==> src/rtl/mac_result_collector.sv <==
// Result collector behind the MAC block: captures real results from C into a small FIFO,
// presents them on a valid/ready stream and returns credit-based issue_ready upstream.
module mac_result_collector #(
    parameter int INT_WIDTH   = 32,
    parameter int MAC_LATENCY = 1,
    parameter int DEPTH       = 4,
    parameter int TAG_WIDTH   = 8
) (
    input  logic                     clk,
    input  logic                     rst,
    input  logic                     issue_valid,
    input  logic                     issue_last,
    input  logic                     acc_mode,
    output logic                     issue_ready,
    input  logic [INT_WIDTH-1:0]     mac_c,
    output logic                     res_valid,
    input  logic                     res_ready,
    output logic [INT_WIDTH-1:0]     res_data,
    output logic [TAG_WIDTH-1:0]     res_tag,
    output logic [$clog2(DEPTH):0]   count,
    output logic                     overflow
);

    localparam int AW = $clog2(DEPTH);
    localparam int CW = AW + 1;
    localparam int FW = CW + 3;

    function automatic logic [2:0] ones_count(input logic [MAC_LATENCY-1:0] v);
        logic [2:0] n;
        n = 3'd0;
        for (int i = 0; i < MAC_LATENCY; i++) begin
            n = n + {2'b00, v[i]};
        end
        return n;
    endfunction

    logic [MAC_LATENCY-1:0] pipe_r;
    logic [INT_WIDTH-1:0]   mem_data_r [DEPTH];
    logic [TAG_WIDTH-1:0]   mem_tag_r  [DEPTH];
    logic [AW-1:0]          wr_ptr_r;
    logic [AW-1:0]          rd_ptr_r;
    logic [CW-1:0]          count_r;
    logic [TAG_WIDTH-1:0]   tag_r;
    logic                   overflow_r;
    logic                   res_valid_r;
    logic [INT_WIDTH-1:0]   res_data_r;
    logic [TAG_WIDTH-1:0]   res_tag_r;

    logic                   cap_s;
    logic                   push_s;
    logic                   wr_en_s;
    logic                   pop_s;
    logic [2:0]             inflight_s;
    logic [AW-1:0]          rd_ptr_n_s;
    logic [CW-1:0]          count_n_s;
    logic [INT_WIDTH-1:0]   head_data_s;
    logic [TAG_WIDTH-1:0]   head_tag_s;

    assign cap_s       = issue_valid & (~acc_mode | issue_last);
    assign push_s      = pipe_r[MAC_LATENCY-1];
    assign inflight_s  = ones_count(pipe_r);
    // Credits come from registered state only, so a pop frees a slot one cycle later.
    assign issue_ready = ({3'b000, count_r} + {{(FW-3){1'b0}}, inflight_s}) < FW'(DEPTH);

    assign res_valid = res_valid_r;
    assign res_data  = res_data_r;
    assign res_tag   = res_tag_r;
    assign count     = count_r;
    assign overflow  = overflow_r;

    // FIFO control and next head selection (a push can land directly in the head slot).
    always_comb begin
        wr_en_s   = push_s & (count_r != CW'(DEPTH));
        pop_s     = res_valid_r & res_ready;
        if (pop_s) begin
            rd_ptr_n_s = rd_ptr_r + AW'(1);
        end else begin
            rd_ptr_n_s = rd_ptr_r;
        end
        count_n_s = count_r + {{AW{1'b0}}, wr_en_s} - {{AW{1'b0}}, pop_s};
        if (wr_en_s && (wr_ptr_r == rd_ptr_n_s)) begin
            head_data_s = mac_c;
            head_tag_s  = tag_r;
        end else begin
            head_data_s = mem_data_r[rd_ptr_n_s];
            head_tag_s  = mem_tag_r[rd_ptr_n_s];
        end
    end

    // Storage array write port.
    always_ff @(posedge clk) begin
        if (wr_en_s) begin
            mem_data_r[wr_ptr_r] <= mac_c;
            mem_tag_r[wr_ptr_r]  <= tag_r;
        end
    end

    // Delay line, pointers, tag counter, sticky overflow and registered head outputs.
    always_ff @(posedge clk or negedge rst) begin
        if (!rst) begin
            pipe_r      <= {MAC_LATENCY{1'b0}};
            wr_ptr_r    <= {AW{1'b0}};
            rd_ptr_r    <= {AW{1'b0}};
            count_r     <= {CW{1'b0}};
            tag_r       <= {TAG_WIDTH{1'b0}};
            overflow_r  <= 1'b0;
            res_valid_r <= 1'b0;
            res_data_r  <= {INT_WIDTH{1'b0}};
            res_tag_r   <= {TAG_WIDTH{1'b0}};
        end else begin
            pipe_r[0] <= cap_s;
            for (int i = 1; i < MAC_LATENCY; i++) begin
                pipe_r[i] <= pipe_r[i-1];
            end
            overflow_r <= overflow_r | (cap_s & ~issue_ready);
            if (wr_en_s) begin
                wr_ptr_r <= wr_ptr_r + AW'(1);
                tag_r    <= tag_r + TAG_WIDTH'(1);
            end
            rd_ptr_r    <= rd_ptr_n_s;
            count_r     <= count_n_s;
            res_valid_r <= (count_n_s != {CW{1'b0}});
            if (count_n_s != {CW{1'b0}}) begin
                res_data_r <= head_data_s;
                res_tag_r  <= head_tag_s;
            end
        end
    end

endmodule

==> config.mk <==
export PLATFORM = sky130hd
export DESIGN_NAME = mac_result_collector
export DESIGN_NICKNAME = d
export VERILOG_FILES = /design/src/rtl/mac_result_collector.sv
export SDC_FILE = /design/constraint.sdc
export NUM_CORES = 1
export LEC_CHECK = 0
export BUFFER_PORTS_ARGS = -buffer_cell sky130_fd_sc_hd__buf_2
export CAP_MARGIN = 20
export CELL_PAD_IN_SITES_DETAIL_PLACEMENT = 0
export CELL_PAD_IN_SITES_GLOBAL_PLACEMENT = 1
export CORE_ASPECT_RATIO = 1.5
export CORE_MARGIN = 2
export CORE_UTILIZATION = 45
export DETAILED_ROUTE_END_ITERATION = 6
export PLACE_DENSITY = 0.82
export REMOVE_ABC_BUFFERS = 1
export SLEW_MARGIN = 20
export SYNTH_ARGS = -nofsm -noshare
export SYNTH_HDL_FRONTEND = slang
export SYNTH_SLANG_ARGS = --single-unit
==> constraint.sdc <==
create_clock -name clk -period 4.35 [get_ports clk]
set_input_delay 0.2175 -clock clk [delete_from_list [all_inputs] [get_ports clk]]
set_output_delay 0.2175 -clock clk [all_outputs]
set_load 0.02 [all_outputs]
# Word-level counts from Yosys, hierarchy flattened
# Memory sizes are Yosys's and may differ from the RTL's. A register that Yosys moved wholly into a read port is not among the register bits.
# Index checks and enable logic that the tools add are counted.
totals:
  regBits: 18
  mem_bits_rw: 160
  in_bits: 38
  output_inout_bits: 46
  word_cells: 31
  n_memories: 2
op_classes:
  addsub: 6
  n_lt_le_gt_ge: 1
  n_eq_ne: 1
  n_mux: 3
  bitwise: 8
  reduce_logical: 3
memory_table:
  columns: ["name", "depth", "word_bits", "read_ports", "rd_ports_with_merged_regs", "write_ports", "line_no", "text"]
  rows:
  - ["mem_data_r", 4, 32, 1, 1, 1, "38", "logic [INT_WIDTH-1:0] mem_data_r [DEPTH];"]
  - ["mem_tag_r", 4, 8, 1, 1, 1, "39", "logic [TAG_WIDTH-1:0] mem_tag_r [DEPTH];"]
op_table:
  columns: ["op", "count"]
  rows:
  - ["$add 8x1->8 const B", 1]
  - ["$add 2x1->2 const B", 2]
  - ["$add 3x1->4", 1]
  - ["$and 1x1->1", 4]
  - ["$lt 4x3->1 const B", 1]
  - ["$add 3x1->3", 1]
  - ["$ne 3x3->1 const B", 1]
  - ["$reduce_bool 3->1", 1]
  - ["$sub 3x1->3", 1]
  - ["$logic_not 1->1", 2]
  - ["$mux 1", 2]
  - ["$mux 2", 1]
  - ["$not 1->1", 2]
  - ["$or 1x1->1", 2]

# Longest topological paths before layout
# Gate-level depths: netlist of run 1.
depth:
  word_depth: 5
  depth_mapped: 15
  depth_no_buf: 11

# Worst setup path before layout of run 1
# Ideal clock, no wire load.
synth_path:
  path_type: "register -> register"
  from: "register count_r[1] (netlist: count[1])"
  to: "register res_data_r[4] (netlist: res_data[4]), read port of mem_data_r"
  setup_ns: 0.123
  arrival_ns: 3.324
  t_required_ns: 4.227
  slack_ns: 0.903
  stages_incl_launch_ff: 15
  n_path_buf: 3
  period_less_slack_ns: 3.447
  path_cell_list: "dfrtp_1 -> nor2_1 -> a21boi_1 -> clkbuf_1 -> inv_1 -> ha_1 -> inv_1 -> ha_1 -> fa_1 -> xnor2_1 -> or3_1 -> clkbuf_1 -> clkbuf_1 -> or2_2 -> o221a_2"
synth_via:
  elab_chain_len: 5
synth_rtl:
  columns: ["element", "line_no", "text"]
  rows:
  - ["start, declared", "42", "logic [CW-1:0] count_r;"]
  - ["start signal, assigned", "104", "count_r <= {CW{1'b0}};"]
  - ["start signal, assigned", "121", "count_r <= count_n_s;"]
  - ["$ne 3x3->1", "73", "wr_en_s = push_s & (count_r != CW'(DEPTH));"]
  - ["$and 1x1->1", "73", null]
  - ["$add 3x1->3 *", "80", "count_n_s = count_r + {{AW{1'b0}}, wr_en_s} - {{AW{1'b0}}, pop_s};"]
  - ["$sub 3x1->3 *", "80", null]
  - ["net count_n_s[2]", "55", "logic [CW-1:0] count_n_s;"]
  - ["$reduce_bool 3->1 *", "123", "if (count_n_s != {CW{1'b0}}) begin"]
  - ["end, declared", "46", "logic [INT_WIDTH-1:0] res_data_r;"]
# The timed path passes the listed nets; every way through them passes the cells marked *.
# A chain may end at the register's enable or synchronous reset.

# Worst setup path after layout of run 1
layout_path:
  from: "register count_r[1] (netlist: count[1])"
  to: "register res_data_r[28] (netlist: res_data[28]), read port of mem_data_r"
# Same word-level chain as after synthesis.

==> impl_metrics.py, run 1 <==
metrics = {
    "critical_path": {
        "reg2reg_to": "res_data[28]",
        "path_max_fanout": 26,
        "cp-startpoint": "count[1]",
        "end_kind": "flip-flop",
        "worstPathRequired_ps": 4770,
        "critPathSlowestCell": "or3_1",
        "startpoint_type": "flip-flop",
        "r2r_start": "count[1]",
        "endpoint": "res_data[28]",
        "r2r_setup_slack_ps": 680,
        "worst-r2r-cell-count": 13,
        "critPathArrivalTime_ps": 4090,
        "crit_type": "flip-flop to flip-flop",
        "crit_chain": "nor2_1, a21boi_1, buf_4, inv_1, ha_1, inv_1, ha_1, fa_1, xnor2_1, or3_1, nand2b_2, buf_4, o221a_1",
        "slowest_delay_ps": 530,
    },
    "clock_network": {
        "clk-insertion-delay-late_ps": 500,
        "post_cts_buffers": 0,
        "ctsRootBufferMaster": "clkbuf_16",
        "cts_buffer_depth": 3,
        "ctsHoldBuffers": 34,
        "cts.clk_slew.worst_paths_ps": 70,
        "cts_buffers": 21,
        "cts_resized": 0,
        "cts_tree": "yes",
        "cts_sinks": 218,
        "cts_max_level": 1,
    },
    "sta": {
        "final_max_slew_viol_count": 0,
        "fmax_mhz": 273,
        "setup_viol": 0,
        "relSlewSlack": 0.322,
        "fin_setup_tns_ps": 0,
        "rsz0062_at_grt": "no",
        "tightest_slew_ps": 1020,
        "final_hold_viol_count": 1,
        "hold_slack_ps": -5.23,
        "fin_skew_ps": 20.4,
        "fin_crit_sh": 0.843,
        "min_period_ps": 3670,
    },
    "routing": {
        "drt_iter0_markers": 512,
        "antenna_left": 0,
        "first_pass_iters": 5,
        "drc": 0,
        "num_vias": 6786,
        "wirelength_um": 25600,
        "wl_per_cell_um": 24.4,
        "viasPerCell": 6.46,
    },
    "final_layout": {
        "fillers": 1739,
        "multiInputGateArea_um2": 3180,
        "layout.cells.non_filler": 1050,
        "ff_latch_area_um2": 6260,
        "area_growth_syn_to_layout_pct": 17.6,
        "finalNetCount": 814,
        "drive_above_1_share": 0.280,
        "final_cell_area_um2": 11500,
    },
    "floorplanning": {
        "io-pin-count": 84,
        "die-area_um2": 22900,
        "start_util": 0.461,
        "die_x_um": 124,
        "num_rows": 65,
        "coreArea_um2": 21100,
        "die_height_um": 184,
    },
    "placed_design": {
        "hpwl_um": 14500,
        "placed_area_um2": 10400,
        "portBuffers": 83,
        "place_congestion": 0.779,
        "dp_cells": 978,
    },
    "synth": {
        "synthFlopType": "edfxtp_1",
        "synth_edf_count": 160,
        "ys.warnings.count": 0,
        "netlist_instances": 674,
        "synth.avg_cell_area_um2": 14.5,
        "synth-seq-cells": 218,
        "ys_top_cells_by_area": "edfxtp_1, dfrtp_1, o221ai_1",
        "netlist_area_um2": 9740,
        "ys_async_sr_fraction": 0.266,
        "yosysMostFrequentCell": "edfxtp_1",
        "synth.top_cell.area_share": 0.493,
        "ys_types": 46,
        "synth_commonest_cells": "edfxtp_1, o221ai_1, dfrtp_1",
        "yosysTopAreaCell": "edfxtp_1",
        "yosysSeqAreaShare": 0.642,
    },
    "power": {
        "ir_worst_vdd_v": 0.000357,
        "p_per_area_nw_per_um2": 763,
        "clockPowerShare": 0.217,
        "p_sw_w": 0.00328,
        "power_frac_seq": 0.366,
        "switching_share": 0.376,
        "combPwrFrac": 0.418,
        "p_int_w": 0.00546,
        "p_leak_nw": 4.00,
    },
    "outcome": {
        "failed_checks": "negative hold slack",
        "status": "finished with violations",
    },
    "global_routing": {
        "grt_pass1_vias": 7499,
        "grt_max_degree": 87,
        "antenna_found_initial": 1,
        "overflow": 0,
        "grt_pass1_wl_um": 39800,
        "grt_usage": 0.226,
    },
    "hold_path": {
        "hp-class": "input port to flip-flop",
        "min-delay-start": "issue_valid",
    },
    "flow_run": {
        "max-cap-violations": 0,
    },
}
[layer usage]
layer	GRT usage	vias to the layer above	routed length (um)
met5	0	-	0
met4	0.0822	0	597
met3	0.0269	51	1260
met2	0.409	244	13900
met1	0.271	3528	9900
li1	-	2963	-
[registers in the layout, summed over array words and instances (netlist names)]
name,count
mem_data_r,128
mem_tag_r,32
res_data,32
res_tag,8
tag_r,8
count,3
rd_ptr_r,2
wr_ptr_r,2
overflow,1
pipe_r,1
res_valid,1
[cells by family (layout without fill, tap and decap cells)]
group           Yosys count  count (layout)  synth area share
compound gates          208             208             0.186
xor+xnor                 13              13            0.0117
fa+ha+maj                 9               9            0.0123
buf+inv                  76             183            0.0322
flops                   218             218             0.642
mux                      41              41            0.0473
other cells               0               1                 0
simple gates            109             109            0.0679
[worst min-delay path by stage]
stage	cells past startpoint	slack (ps)	endpoint
floorplan	0	-80	count[0]
global placement	1	450	res_data[31]
detailed placement	1	450	mem_data_r[3][13]
CTS	3	2	pipe_r
global route	3	20	pipe_r
finish	3	-5	pipe_r
[power by group through the flow]
stage	clock network [W]	registers [W]	logic (W)
CTS	0.00192	0.00319	0.00365
finish	0.00189	0.00320	0.00365
detailed placement	0	0.00323	0.00360
global placement	0	0.00319	0.00342
floorplan	0	0.00350	0.00204
global route	0.00199	0.00324	0.00394
[critical path, delay by kind of cell, from the launching register on]
family	cells	cell delay, ps
buf+inv	4	770
fa+ha+maj	3	840
simple gates	3	950
flops	1	430
xor+xnor	1	160
compound gates	2	400
[stage by stage]
step	power, W	utilization	setup WS (ps)
after CTS	0.00875	0.541	696
after global placement	0.00661	0.491	830
after detailed placement	0.00683	0.491	709
after global routing	0.00917	0.542	392
after floorplan	0.00554	-	-462
final	0.00874	0.542	682
[layout by cell type (no fill, tap or decap), types with 2 or more instances in the layout]
cell,Yosys,routed
or2_2,39,39
nand4b_1,2,2
ha_1,8,8
xnor2_1,8,8
nand3_1,3,3
or3_1,39,39
o31ai_1,39,39
mux2_2,30,30
clkinvlp_4,0,2
inv_1,8,8
clkinv_2,0,3
nor2_1,4,4
edfxtp_1,160,160
o221ai_1,78,78
dfrtp_1,58,56
xor2_1,5,5
o21ai_0,3,3
mux2_1,10,10
buf_4,3,19
nand2_2,1,2
clkbuf_8,0,5
nand4_1,3,3
clkbuf_1,42,3
clkbuf_16,0,22
dlygate4sd3_1,0,34
nand2_1,8,7
bufinv_16,0,2
inv_2,2,2
o221a_1,39,39
and2_2,0,4
a22oi_1,38,38
buf_2,14,82
[final cells by class]
type,count,area share
flip-flops and latches,218,0.547
multi-input cells,380,0.278
repair buffers,136,0.0798
clock buffers,30,0.0551
well taps,268,0.0293
clock inverters,7,0.00787
inverters,10,0.00328
diodes,1,0.000219
Power figures use the tool's default switching activity.
==> run 2, diff against run 1 <==
- PLACE_DENSITY: 0.82 -> 0.85
- clock period: 4.35 -> 3.05 ns (I/O delays scaled with it)
==> impl_metrics.py, run 2 (same netlist as run 1, synthesis figures left out) <==
metrics = {
    "final_layout": {
        "finalNetCount": 822,
        "fillers": 1709,
        "largest_register": "mem_data_r",
        "largest_reg_flops": 128,
        "mostFrequentLayoutCell": "edfxtp_1",
        "area_growth_syn_to_layout_pct": 18.4,
        "fin_util": 0.545,
        "insertedDiodeCount": 0,
        "drive_above_1_share": 0.284,
        "final_cell_mix": "edfxtp_1, buf_2, o221ai_1, dfrtp_1",
    },
    "critical_path": {
        "critPathArrivalTime_ps": 3280,
        "critPathTopFamily": "adder cells",
        "cp.depth": 10,
        "r2r_start": "pipe_r",
        "crit_type": "flip-flop to flip-flop",
        "worst-r2r-cell-count": 10,
        "worstPathRequired_ps": 3430,
        "critPathSlowestCell": "or3_1",
        "path_buf_inv": 3,
        "reg2reg_to": "res_data[7]",
        "r2r_setup_slack_ps": 150,
        "crit_chain": "a21boi_1, inv_1, ha_1, inv_1, ha_1, fa_1, or3_1, buf_4, or2_2, o221a_1",
        "slowest_delay_ps": 470,
        "end_kind": "flip-flop",
        "startpoint_type": "flip-flop",
        "path_max_fanout": 26,
    },
    "routing": {
        "drt_iter0_markers": 586,
        "first_pass_iters": 5,
        "viasPerCell": 6.36,
        "wl_per_cell_um": 23.3,
        "antenna_left": 0,
        "wirelength_um": 24700,
        "num_vias": 6720,
        "drc": 0,
    },
    "power": {
        "ir_worst_vdd_v": 0.000619,
        "p_per_area_nw_per_um2": 1080,
        "p_leak_nw": 4.03,
    },
    "placed_design": {
        "hpwl_um": 13900,
        "portBuffers": 83,
        "place_congestion": 0.720,
        "dp_slack_ps": 151,
    },
    "sta": {
        "tightest_slew_ps": 1000,
        "fin_crit_sh": 0.951,
        "rsz0062_at_grt": "no",
        "final_hold_viol_count": 0,
        "fin_ws_ps": 149,
        "final_max_slew_viol_count": 0,
        "fin_skew_ps": 12.7,
        "setup_viol": 0,
        "relSlewSlack": 0.333,
        "fmax_mhz": 345,
        "min_period_ps": 2900,
    },
    "outcome": {
        "status": "completed",
    },
    "clock_network": {
        "ctsHoldBuffers": 35,
        "cts_resized": 0,
        "ctsRootBufferMaster": "clkbuf_16",
        "post_cts_buffers": 0,
        "clk-insertion-delay-late_ps": 490,
        "cts_buffers": 21,
        "cts_max_level": 1,
        "cts.clk_slew.worst_paths_ps": 70,
        "cts_tree": "yes",
        "cts_buffer_depth": 3,
        "cts_sinks": 218,
    },
    "global_routing": {
        "grt_max_degree": 84,
        "grt_pass1_wl_um": 39000,
        "grt_pass1_vias": 7232,
        "antenna_found_initial": 0,
        "use_met1": 0.278,
        "grt_use_met3": 0.0201,
        "overflow": 0,
        "grt_use_met2": 0.391,
        "top_usage_layer": "met2",
        "grt_usage": 0.220,
    },
    "floorplanning": {
        "die_height_um": 184,
        "coreArea_um2": 21100,
        "die-area_um2": 22900,
        "die_x_um": 124,
        "num_rows": 65,
        "start_util": 0.461,
        "io-pin-count": 84,
    },
    "hold_path": {
        "hp-class": "input port to asynchronous set/reset pin",
    },
    "flow_run": {
        "max-cap-violations": 0,
    },
}
[run 2: final cells by class]
cell class / instances / area [um^2] / area share
multi-input combinational: 380 / 3180 / 0.276
tap: 268 / 335 / 0.0291
sequential: 218 / 6260 / 0.543
clock buffer: 29 / 596 / 0.0517
inverter: 10 / 37.5 / 0.00326
clock inverter: 8 / 70.1 / 0.00608
timing repair buffer: 144 / 1050 / 0.0909
[run 2: worst max path at each step]
stage | from | end | slack, ps
2_1_floorplan | res_valid | res_data[8] | -1760
3_3_place_gp | count[1] | res_data[4] | 280
3_5_place_dp | count[0] | res_data[7] | 150
4_1_cts | count[0] | res_data[7] | 150
5_1_grt | count[0] | res_data[26] | 5
6_report | pipe_r | res_data[7] | 150
[run 2: report_power, final]
| part | switching (W) | internal (W) | total, W |
|---|---|---|---|
| clock network | 0.00108 | 0.00145 | 0.00253 |
| logic | 0.00314 | 0.00226 | 0.00540 |
| registers | 0.000437 | 0.00404 | 0.00447 |
[run 2: through the flow]
| stage | power (W) | hold WS [ps] | instances | TNS, ps | area [um^2] |
|---|---|---|---|---|---|
| 6_report | 0.0124 | 332 | 1057 | 0 | 11500 |
| 5_1_grt | 0.0131 | 409 | 1057 | 0 | 11500 |
| 4_1_cts | 0.0125 | 354 | 1057 | 0 | 11500 |
| 3_5_place_dp | 0.00986 | 331 | 985 | 0 | 10500 |
| 3_3_place_gp | 0.00956 | 313 | 985 | 0 | 10500 |
| 2_1_floorplan | 0.00790 | -143 | 608 | -70260 | 9470 |
[run 2: metal layers]
layer | share of wire | vias to the layer above
li1 | - | 2976
met1 | 0.40 | 3478
met2 | 0.54 | 228
met3 | 0.045 | 38
met4 | 0.022 | 0
met5 | 0 | -
